## src/rtl/mai_rd_arbiter.sv

```systemverilog
// Read-path arbiter between the IF and DM masters and the MAC: QoS/round-robin request
// grant into a single output slot, with in-order response routing driven by a source-tracking FIFO.
module mai_rd_arbiter #(
    parameter int DEPTH = 4
) (
    input  logic                       clk,
    input  logic                       reset,

    input  logic                       iIF_ValidRd,
    input  logic [31:0]                iIF_AddrRd,
    input  logic [3:0]                 iIF_TagRd,
    input  logic [2:0]                 iIF_IdRd,
    input  logic [1:0]                 iIF_LenRd,
    input  logic [3:0]                 iIF_QoSRd,
    output logic                       oIF_ReadyRd,

    input  logic                       iDM_ValidRd,
    input  logic [31:0]                iDM_AddrRd,
    input  logic [3:0]                 iDM_TagRd,
    input  logic [2:0]                 iDM_IdRd,
    input  logic [1:0]                 iDM_LenRd,
    input  logic [3:0]                 iDM_QoSRd,
    output logic                       oDM_ReadyRd,

    output logic                       oMAC_ValidRd,
    output logic [31:0]                oMAC_AddrRd,
    output logic [3:0]                 oMAC_TagRd,
    output logic [2:0]                 oMAC_IdRd,
    output logic [1:0]                 oMAC_LenRd,
    output logic [3:0]                 oMAC_QoSRd,
    input  logic                       iMAC_ReadyRd,

    input  logic                       iMAC_ValidRsp,
    input  logic [3:0]                 iMAC_TagRsp,
    input  logic [31:0]                iMAC_DataRsp,
    input  logic [1:0]                 iMAC_StatusRsp,
    input  logic                       iMAC_EoD,
    output logic                       oMAC_ReadyRsp,

    output logic                       oIF_ValidRsp,
    output logic [3:0]                 oIF_TagRsp,
    output logic [31:0]                oIF_DataRsp,
    output logic [1:0]                 oIF_StatusRsp,
    output logic                       oIF_EoD,
    input  logic                       iIF_ReadyRsp,

    output logic                       oDM_ValidRsp,
    output logic [3:0]                 oDM_TagRsp,
    output logic [31:0]                oDM_DataRsp,
    output logic [1:0]                 oDM_StatusRsp,
    output logic                       oDM_EoD,
    input  logic                       iDM_ReadyRsp,

    output logic [$clog2(DEPTH):0]     oOutstanding,
    output logic                       oErrOrphan,
    output logic                       oErrLen
);

    localparam int AW = $clog2(DEPTH);
    localparam int CW = AW + 1;

    // Request slot
    logic          slotValidReg;
    logic [31:0]   slotAddrReg;
    logic [3:0]    slotTagReg;
    logic [2:0]    slotIdReg;
    logic [1:0]    slotLenReg;
    logic [3:0]    slotQoSReg;

    // Set when DM was the last master granted; an equal-QoS tie goes to the other one
    logic          rrLastDmReg;

    // Tracking FIFO: source (0 = IF, 1 = DM) and burst length per outstanding request
    logic          srcMem [DEPTH];
    logic [1:0]    lenMem [DEPTH];
    logic [AW-1:0] wrPtrReg;
    logic [AW-1:0] rdPtrReg;
    logic [CW-1:0] countReg;

    // Beat index within the current burst; saturates at 4 to act as the overflow flag
    logic [2:0]    beatIdxReg;
    logic [2:0]    beatIdxNext;

    logic          errOrphanReg;
    logic          errLenReg;

    logic          slotFree;
    logic          fifoFull;
    logic          fifoEmpty;
    logic          grantIf;
    logic          grantDm;
    logic          acceptIf;
    logic          acceptDm;
    logic          push;
    logic          pop;
    logic          headSrc;
    logic [1:0]    headLen;
    logic          beatAccept;
    logic          lenMismatch;

    logic [31:0]   reqAddr;
    logic [3:0]    reqTag;
    logic [2:0]    reqId;
    logic [1:0]    reqLen;
    logic [3:0]    reqQoS;

    assign slotFree  = !slotValidReg || iMAC_ReadyRd;
    assign fifoFull  = (countReg == CW'(DEPTH));
    assign fifoEmpty = (countReg == '0);

    always_comb begin
        grantIf = 1'b0;
        grantDm = 1'b0;
        if (iIF_ValidRd && iDM_ValidRd) begin
            if (iIF_QoSRd > iDM_QoSRd) begin
                grantIf = 1'b1;
            end else if (iDM_QoSRd > iIF_QoSRd) begin
                grantDm = 1'b1;
            end else if (rrLastDmReg) begin
                grantIf = 1'b1;
            end else begin
                grantDm = 1'b1;
            end
        end else begin
            grantIf = iIF_ValidRd;
            grantDm = iDM_ValidRd;
        end
    end

    // A full FIFO blocks the grant even when a pop happens in the same cycle
    assign oIF_ReadyRd = grantIf && slotFree && !fifoFull && !reset;
    assign oDM_ReadyRd = grantDm && slotFree && !fifoFull && !reset;
    assign acceptIf    = oIF_ReadyRd && iIF_ValidRd;
    assign acceptDm    = oDM_ReadyRd && iDM_ValidRd;
    assign push        = acceptIf || acceptDm;

    always_comb begin
        reqAddr = iIF_AddrRd;
        reqTag  = iIF_TagRd;
        reqId   = iIF_IdRd;
        reqLen  = iIF_LenRd;
        reqQoS  = iIF_QoSRd;
        if (acceptDm) begin
            reqAddr = iDM_AddrRd;
            reqTag  = iDM_TagRd;
            reqId   = iDM_IdRd;
            reqLen  = iDM_LenRd;
            reqQoS  = iDM_QoSRd;
        end
    end

    always_ff @(posedge clk) begin
        if (reset) begin
            slotValidReg <= 1'b0;
            slotAddrReg  <= '0;
            slotTagReg   <= '0;
            slotIdReg    <= '0;
            slotLenReg   <= '0;
            slotQoSReg   <= '0;
            rrLastDmReg  <= 1'b1;
        end else if (push) begin
            slotValidReg <= 1'b1;
            slotAddrReg  <= reqAddr;
            slotTagReg   <= reqTag;
            slotIdReg    <= reqId;
            slotLenReg   <= reqLen;
            slotQoSReg   <= reqQoS;
            rrLastDmReg  <= acceptDm;
        end else if (iMAC_ReadyRd) begin
            slotValidReg <= 1'b0;
        end
    end

    assign oMAC_ValidRd = slotValidReg;
    assign oMAC_AddrRd  = slotAddrReg;
    assign oMAC_TagRd   = slotTagReg;
    assign oMAC_IdRd    = slotIdReg;
    assign oMAC_LenRd   = slotLenReg;
    assign oMAC_QoSRd   = slotQoSReg;

    always_ff @(posedge clk) begin
        if (push) begin
            srcMem[wrPtrReg] <= acceptDm;
            lenMem[wrPtrReg] <= reqLen;
        end
    end

    always_ff @(posedge clk) begin
        if (reset) begin
            wrPtrReg <= '0;
            rdPtrReg <= '0;
            countReg <= '0;
        end else begin
            if (push) begin
                wrPtrReg <= wrPtrReg + 1'b1;
            end
            if (pop) begin
                rdPtrReg <= rdPtrReg + 1'b1;
            end
            case ({push, pop})
                2'b10:   countReg <= countReg + 1'b1;
                2'b01:   countReg <= countReg - 1'b1;
                default: countReg <= countReg;
            endcase
        end
    end

    assign headSrc = srcMem[rdPtrReg];
    assign headLen = lenMem[rdPtrReg];

    // Response routing is purely combinational; with nothing outstanding every beat is sunk
    assign oIF_ValidRsp  = !fifoEmpty && !headSrc && iMAC_ValidRsp;
    assign oDM_ValidRsp  = !fifoEmpty &&  headSrc && iMAC_ValidRsp;
    assign oMAC_ReadyRsp = fifoEmpty || (headSrc ? iDM_ReadyRsp : iIF_ReadyRsp);

    assign oIF_TagRsp    = iMAC_TagRsp;
    assign oIF_DataRsp   = iMAC_DataRsp;
    assign oIF_StatusRsp = iMAC_StatusRsp;
    assign oIF_EoD       = iMAC_EoD;
    assign oDM_TagRsp    = iMAC_TagRsp;
    assign oDM_DataRsp   = iMAC_DataRsp;
    assign oDM_StatusRsp = iMAC_StatusRsp;
    assign oDM_EoD       = iMAC_EoD;

    assign beatAccept  = iMAC_ValidRsp && oMAC_ReadyRsp && !fifoEmpty;
    assign pop         = beatAccept && iMAC_EoD;
    assign lenMismatch = beatAccept &&
                         (iMAC_EoD ? (beatIdxReg != {1'b0, headLen})
                                   : (beatIdxReg >  {1'b0, headLen}));

    always_comb begin
        beatIdxNext = beatIdxReg;
        if (beatAccept) begin
            if (iMAC_EoD) begin
                beatIdxNext = 3'd0;
            end else if (beatIdxReg != 3'd4) begin
                beatIdxNext = beatIdxReg + 3'd1;
            end
        end
    end

    always_ff @(posedge clk) begin
        if (reset) begin
            beatIdxReg   <= '0;
            errOrphanReg <= 1'b0;
            errLenReg    <= 1'b0;
        end else begin
            beatIdxReg <= beatIdxNext;
            if (iMAC_ValidRsp && fifoEmpty) begin
                errOrphanReg <= 1'b1;
            end
            if (lenMismatch) begin
                errLenReg <= 1'b1;
            end
        end
    end

    assign oOutstanding = countReg;
    assign oErrOrphan   = errOrphanReg;
    assign oErrLen      = errLenReg;

endmodule

```

## config.mk

```make
export PLATFORM = sky130hd
export DESIGN_NAME = mai_rd_arbiter
export DESIGN_NICKNAME = d
export VERILOG_FILES = /design/src/rtl/mai_rd_arbiter.sv
export SDC_FILE = /design/constraint.sdc
export NUM_CORES = 1
export LEC_CHECK = 0
export ABC_AREA = 1
export BUFFER_PORTS_ARGS = -buffer_cell sky130_fd_sc_hd__buf_2
export CAP_MARGIN = 20
export CORE_MARGIN = 8
export CORE_UTILIZATION = 30
export DETAILED_ROUTE_END_ITERATION = 12
export MAX_ROUTING_LAYER = met4
export PLACE_DENSITY = 0.59
export SYNTH_ARGS = -nofsm -noshare
export SYNTH_HDL_FRONTEND = slang
export SYNTH_SLANG_ARGS = --single-unit
```

## constraint.sdc

```tcl
create_clock -name clk -period 2.9 [get_ports clk]
set_input_delay 0.29 -clock clk [delete_from_list [all_inputs] [get_ports clk]]
set_output_delay 0.29 -clock clk [all_outputs]
set_load 0.01 [all_outputs]
```

==> impl_metrics.xml <==
<?xml version="1.0" encoding="UTF-8"?>
<metrics>
  <group name="place">
    <metric name="place.port_buffers" unit="">156</metric>
    <metric name="gp_congestion" unit="">0.761</metric>
    <metric name="dp.cells" unit="">841</metric>
    <metric name="dp_hpwl" unit="um">8820</metric>
  </group>
  <group name="detailed_routing">
    <metric name="drc" unit="">0</metric>
    <metric name="detail_route.first_pass.iterations" unit="">4</metric>
    <metric name="totalWireLength" unit="um">12000</metric>
    <metric name="route.detailed.vias_per_inst" unit="">4.46</metric>
    <metric name="dr_vias" unit="">3823</metric>
    <metric name="ant_nets" unit="">0</metric>
    <metric name="detail_route.wl_per_cell" unit="um">14.0</metric>
    <metric name="drtIter0Drc" unit="">141</metric>
  </group>
  <group name="layout">
    <metric name="final-instance-count-excl-fill" unit="">858</metric>
    <metric name="final_cell_mix" unit="">156 x buf_2, 108 x nor2_1, 74 x nand2_1, 61 x dfxtp_1, 52 x o21ai_0</metric>
    <metric name="finish.utilization" unit="%">35.4</metric>
    <metric name="layout_commonest_cell" unit="">buf_2</metric>
    <metric name="areaGrowthSynthToFinish" unit="%">14.7</metric>
    <metric name="nets" unit="">819</metric>
    <metric name="drive_gt1_share" unit="%">28.7</metric>
  </group>
  <group name="power">
    <metric name="post-layout-total-power" unit="mW">3.13</metric>
    <metric name="static-leakage-power" unit="nW">2.49</metric>
    <metric name="switching_power" unit="mW">0.890</metric>
    <metric name="switching_share_of_power" unit="%">28.5</metric>
    <metric name="clock_power_share" unit="%">41.2</metric>
    <metric name="worst_ir_drop_vdd" unit="V">0.000277</metric>
    <metric name="power.density_cell_area" unit="mW/mm^2">605</metric>
    <metric name="combinationalPowerShare" unit="%">21.2</metric>
    <metric name="int_pwr" unit="mW">2.24</metric>
    <metric name="share_seq_of_total_power" unit="%">37.6</metric>
  </group>
  <group name="floorplanning">
    <metric name="floorplan.initialDensity" unit="%">30.9</metric>
    <metric name="core_region_area" unit="sq mm">0.0146</metric>
    <metric name="fp.dieW" unit="um">139</metric>
    <metric name="design.portCount" unit="">271</metric>
    <metric name="rows" unit="">44</metric>
    <metric name="die_height" unit="um">139</metric>
    <metric name="floorplan.die_area" unit="sq mm">0.0192</metric>
  </group>
  <group name="critical_path">
    <metric name="cp.required" unit="ns">3.12</metric>
    <metric name="worstSetupStartpointType" unit="">register</metric>
    <metric name="timing.critical_path.to_type" unit="">register</metric>
    <metric name="critical_path_peak_fanout" unit="">7</metric>
    <metric name="cp_data_arrival_time" unit="ns">2.57</metric>
    <metric name="worst-setup-path-type" unit="">reg2reg</metric>
  </group>
  <group name="yosys">
    <metric name="postSynth.asyncResetShare" unit="%">0</metric>
    <metric name="synthDominantAreaCellType" unit="">dfxtp_1</metric>
    <metric name="synth.distinct_cells" unit="">31</metric>
    <metric name="yosys.area_share.xor_xnor" unit="%">0.389</metric>
    <metric name="synth-compound-area-share" unit="%">15.4</metric>
    <metric name="synth.yosys.warnings" unit="">0</metric>
    <metric name="ys_top_cells_by_area" unit="">dfxtp_1 27%, buf_4 14%, nor2_1 9.0%, edfxtp_1 8.0%, a21boi_0 6.7%</metric>
    <metric name="portion_of_the_post_synthesis_area_used_by_sequential_elements" unit="%">35.1</metric>
    <metric name="synth_top_family_by_area" unit="">simple AND/OR/NAND/NOR gates</metric>
    <metric name="netlist_instances" unit="">606</metric>
    <metric name="synth.cell_area" unit="sq mm">0.00451</metric>
    <metric name="synthesis.area_per_instance" unit="sq um">7.43</metric>
    <metric name="area_share_of_the_largest_cell_type_after_synthesis" unit="%">27.1</metric>
    <metric name="multiplexer_share_of_the_synthesized_area" unit="%">0</metric>
    <metric name="synthesis_stage_register_bit_count" unit="">73</metric>
    <metric name="synth_enable_flop_cells" unit="">12</metric>
    <metric name="synthAdderAreaFrac" unit="%">4.05</metric>
    <metric name="synth_simple_gate_area_share" unit="%">24.0</metric>
    <metric name="synth_flop_cell" unit="">dfxtp_1</metric>
    <metric name="postSynthNetCount" unit="">757</metric>
  </group>
  <group name="sta">
    <metric name="final_period_minus_worst_setup_slack" unit="ns">2.34</metric>
    <metric name="setup-tns-final" unit="ns">0</metric>
    <metric name="finalSetupViolCount" unit="">0</metric>
    <metric name="final.setup_skew" unit="ns">0.00582</metric>
    <metric name="relSlewSlack" unit="%">39.5</metric>
    <metric name="setup_repair_after_global_routing_missed_its_margin" unit="">false</metric>
    <metric name="fmax" unit="MHz">427</metric>
    <metric name="number_of_slew_limit_violations_in_the_final_report" unit="">0</metric>
    <metric name="worstMarginPinSlew" unit="ns">0.908</metric>
    <metric name="timing.final.crit_share" unit="%">80.8</metric>
    <metric name="final_hold_violation_count" unit="">0</metric>
    <metric name="finalHoldWorstSlack" unit="ns">0.260</metric>
  </group>
  <group name="hold_path">
    <metric name="min-delay-path-class" unit="">in2reg</metric>
  </group>
  <group name="clock_tree">
    <metric name="clk_latency" unit="ns">0.34</metric>
    <metric name="number_of_buffers_inserted_to_repair_setup_after_cts" unit="">0</metric>
    <metric name="ctsHoldBuffers" unit="">0</metric>
    <metric name="cts_tree" unit="">built</metric>
    <metric name="cts.sink_count" unit="">73</metric>
    <metric name="cts_max_level" unit="">3</metric>
    <metric name="clkTransAtPathRegs" unit="ns">0.06</metric>
    <metric name="cts-root-buf" unit="">clkbuf_16</metric>
    <metric name="cts_made_buffers" unit="">9</metric>
    <metric name="post_cts_resize_count" unit="">0</metric>
    <metric name="clock_tree.buffer_depth" unit="">2</metric>
  </group>
  <group name="grt">
    <metric name="globalRouteOverflowTotal" unit="">0</metric>
    <metric name="grt_first_pass_wirelength" unit="um">19400</metric>
    <metric name="number_of_antenna_violations_at_the_first_check_in_global_routing" unit="">1</metric>
    <metric name="first_global_vias" unit="">3772</metric>
    <metric name="grt_util_all_layers" unit="%">12.6</metric>
    <metric name="grt_start_max_net_pins" unit="">93</metric>
  </group>
  <group name="flow_run">
    <metric name="max_cap_viol_count" unit="">0</metric>
  </group>
  <group name="status">
    <metric name="run_status" unit="">complete, no violations</metric>
  </group>
</metrics>
-- worst max-delay path, stage by stage, from the launching register on --
cell     delay, ns
dfxtp_1       0.46
inv_2         0.10
nand2_1       0.07
nand3_1       0.10
nand2_1       0.11
nand2_2       0.07
nand3_4       0.10
nand3_2       0.11
inv_1         0.07
ha_1          0.13
inv_1         0.06
fa_1          0.37
a21oi_1       0.15
o21ai_0       0.11
o21ai_0       0.16
a21oi_1       0.05
-- Yosys cell counts (2+ instances only) --
master / instances
a21boi_0: 40
a21oi_1: 18
buf_2: 12
buf_4: 83
buf_6: 6
clkbuf_1: 11
dfxtp_1: 61
edfxtp_1: 12
ha_1: 13
inv_1: 37
inv_2: 3
nand2_1: 74
nand2_2: 2
nand3_1: 51
nand3_2: 5
nand3_4: 2
nand4_1: 4
nor2_1: 108
o21ai_0: 52
-- area by class of cell --
type | count | area [sq um]
fillers | 1561 | 9420
multi-input cells | 380 | 1980
flip-flops and latches | 73 | 1580
repair buffers | 163 | 871
well taps | 184 | 230
clock buffers | 9 | 225
inverters | 41 | 156
clock inverters | 7 | 116
diodes | 1 | 2.50
-- power by group through the flow --
stage	clock, mW	sequential, mW	combinational [mW]
after floorplan	0	1.23	0.505
after global placement	0	1.20	0.668
after detailed placement	0	1.20	0.673
after CTS	1.33	1.18	0.674
after global routing	1.37	1.19	0.755
final	1.29	1.18	0.662
-- layer usage --
| metal | GRT usage, % | vias to the layer above | wire (um) |
|---|---|---|---|
| li1 | - | 2017 | - |
| met1 | 15.0 | 1670 | 5510 |
| met2 | 19.0 | 118 | 5440 |
| met3 | 5.31 | 18 | 930 |
| met4 | 3.78 | 0 | 125 |
| met5 | - | - | 0 |
-- worst paths after layout --
kind | from | endpoint | slack (ns) | cells after the start
max | register | oOutstanding[2]$_SDFFE_PP0P_ | 0.56 | 15
max reg2reg | register | oOutstanding[2]$_SDFFE_PP0P_ | 0.56 | 15
min | iIF_LenRd[0] | oMAC_LenRd[0]$_SDFFE_PP0P_ | 0.26 | 5
min reg2reg | oErrLen$_SDFFE_PP0P_ | oErrLen$_SDFFE_PP0P_ | 0.45 | 2
-- through the flow --
stage / setup WS, ns / area [sq um]
6_report: 0.557 / 5170
3_5_place_dp: 0.607 / 4820
5_1_grt: 0.272 / 5170
3_3_place_gp: 0.672 / 4820
4_1_cts: 0.583 / 5160
2_1_floorplan: 0.669 / 4510
-- cell families after synthesis --
logic type,after synthesis
AO/OA/AOI/OAI,116
flip-flops,73
AND/OR/NAND/NOR,248
XOR/XNOR,2
adder cells (fa/ha/maj),14
buffers and inverters,153
-- flip-flops by register name, summed over array words and instances, names as in the netlist, named ones only --
name / cells
oMAC_QoSRd: 4
oMAC_IdRd: 3
oMAC_ValidRd: 1
beatIdxReg: 3
lenMem: 8
oMAC_LenRd: 2
wrPtrReg: 2
rdPtrReg: 2
oMAC_TagRd: 4
oOutstanding: 3
oMAC_AddrRd: 32
rrLastDmReg: 1
srcMem: 4
oErrLen: 1
oErrOrphan: 1
Note: power is estimated with default switching activity, not from simulation.
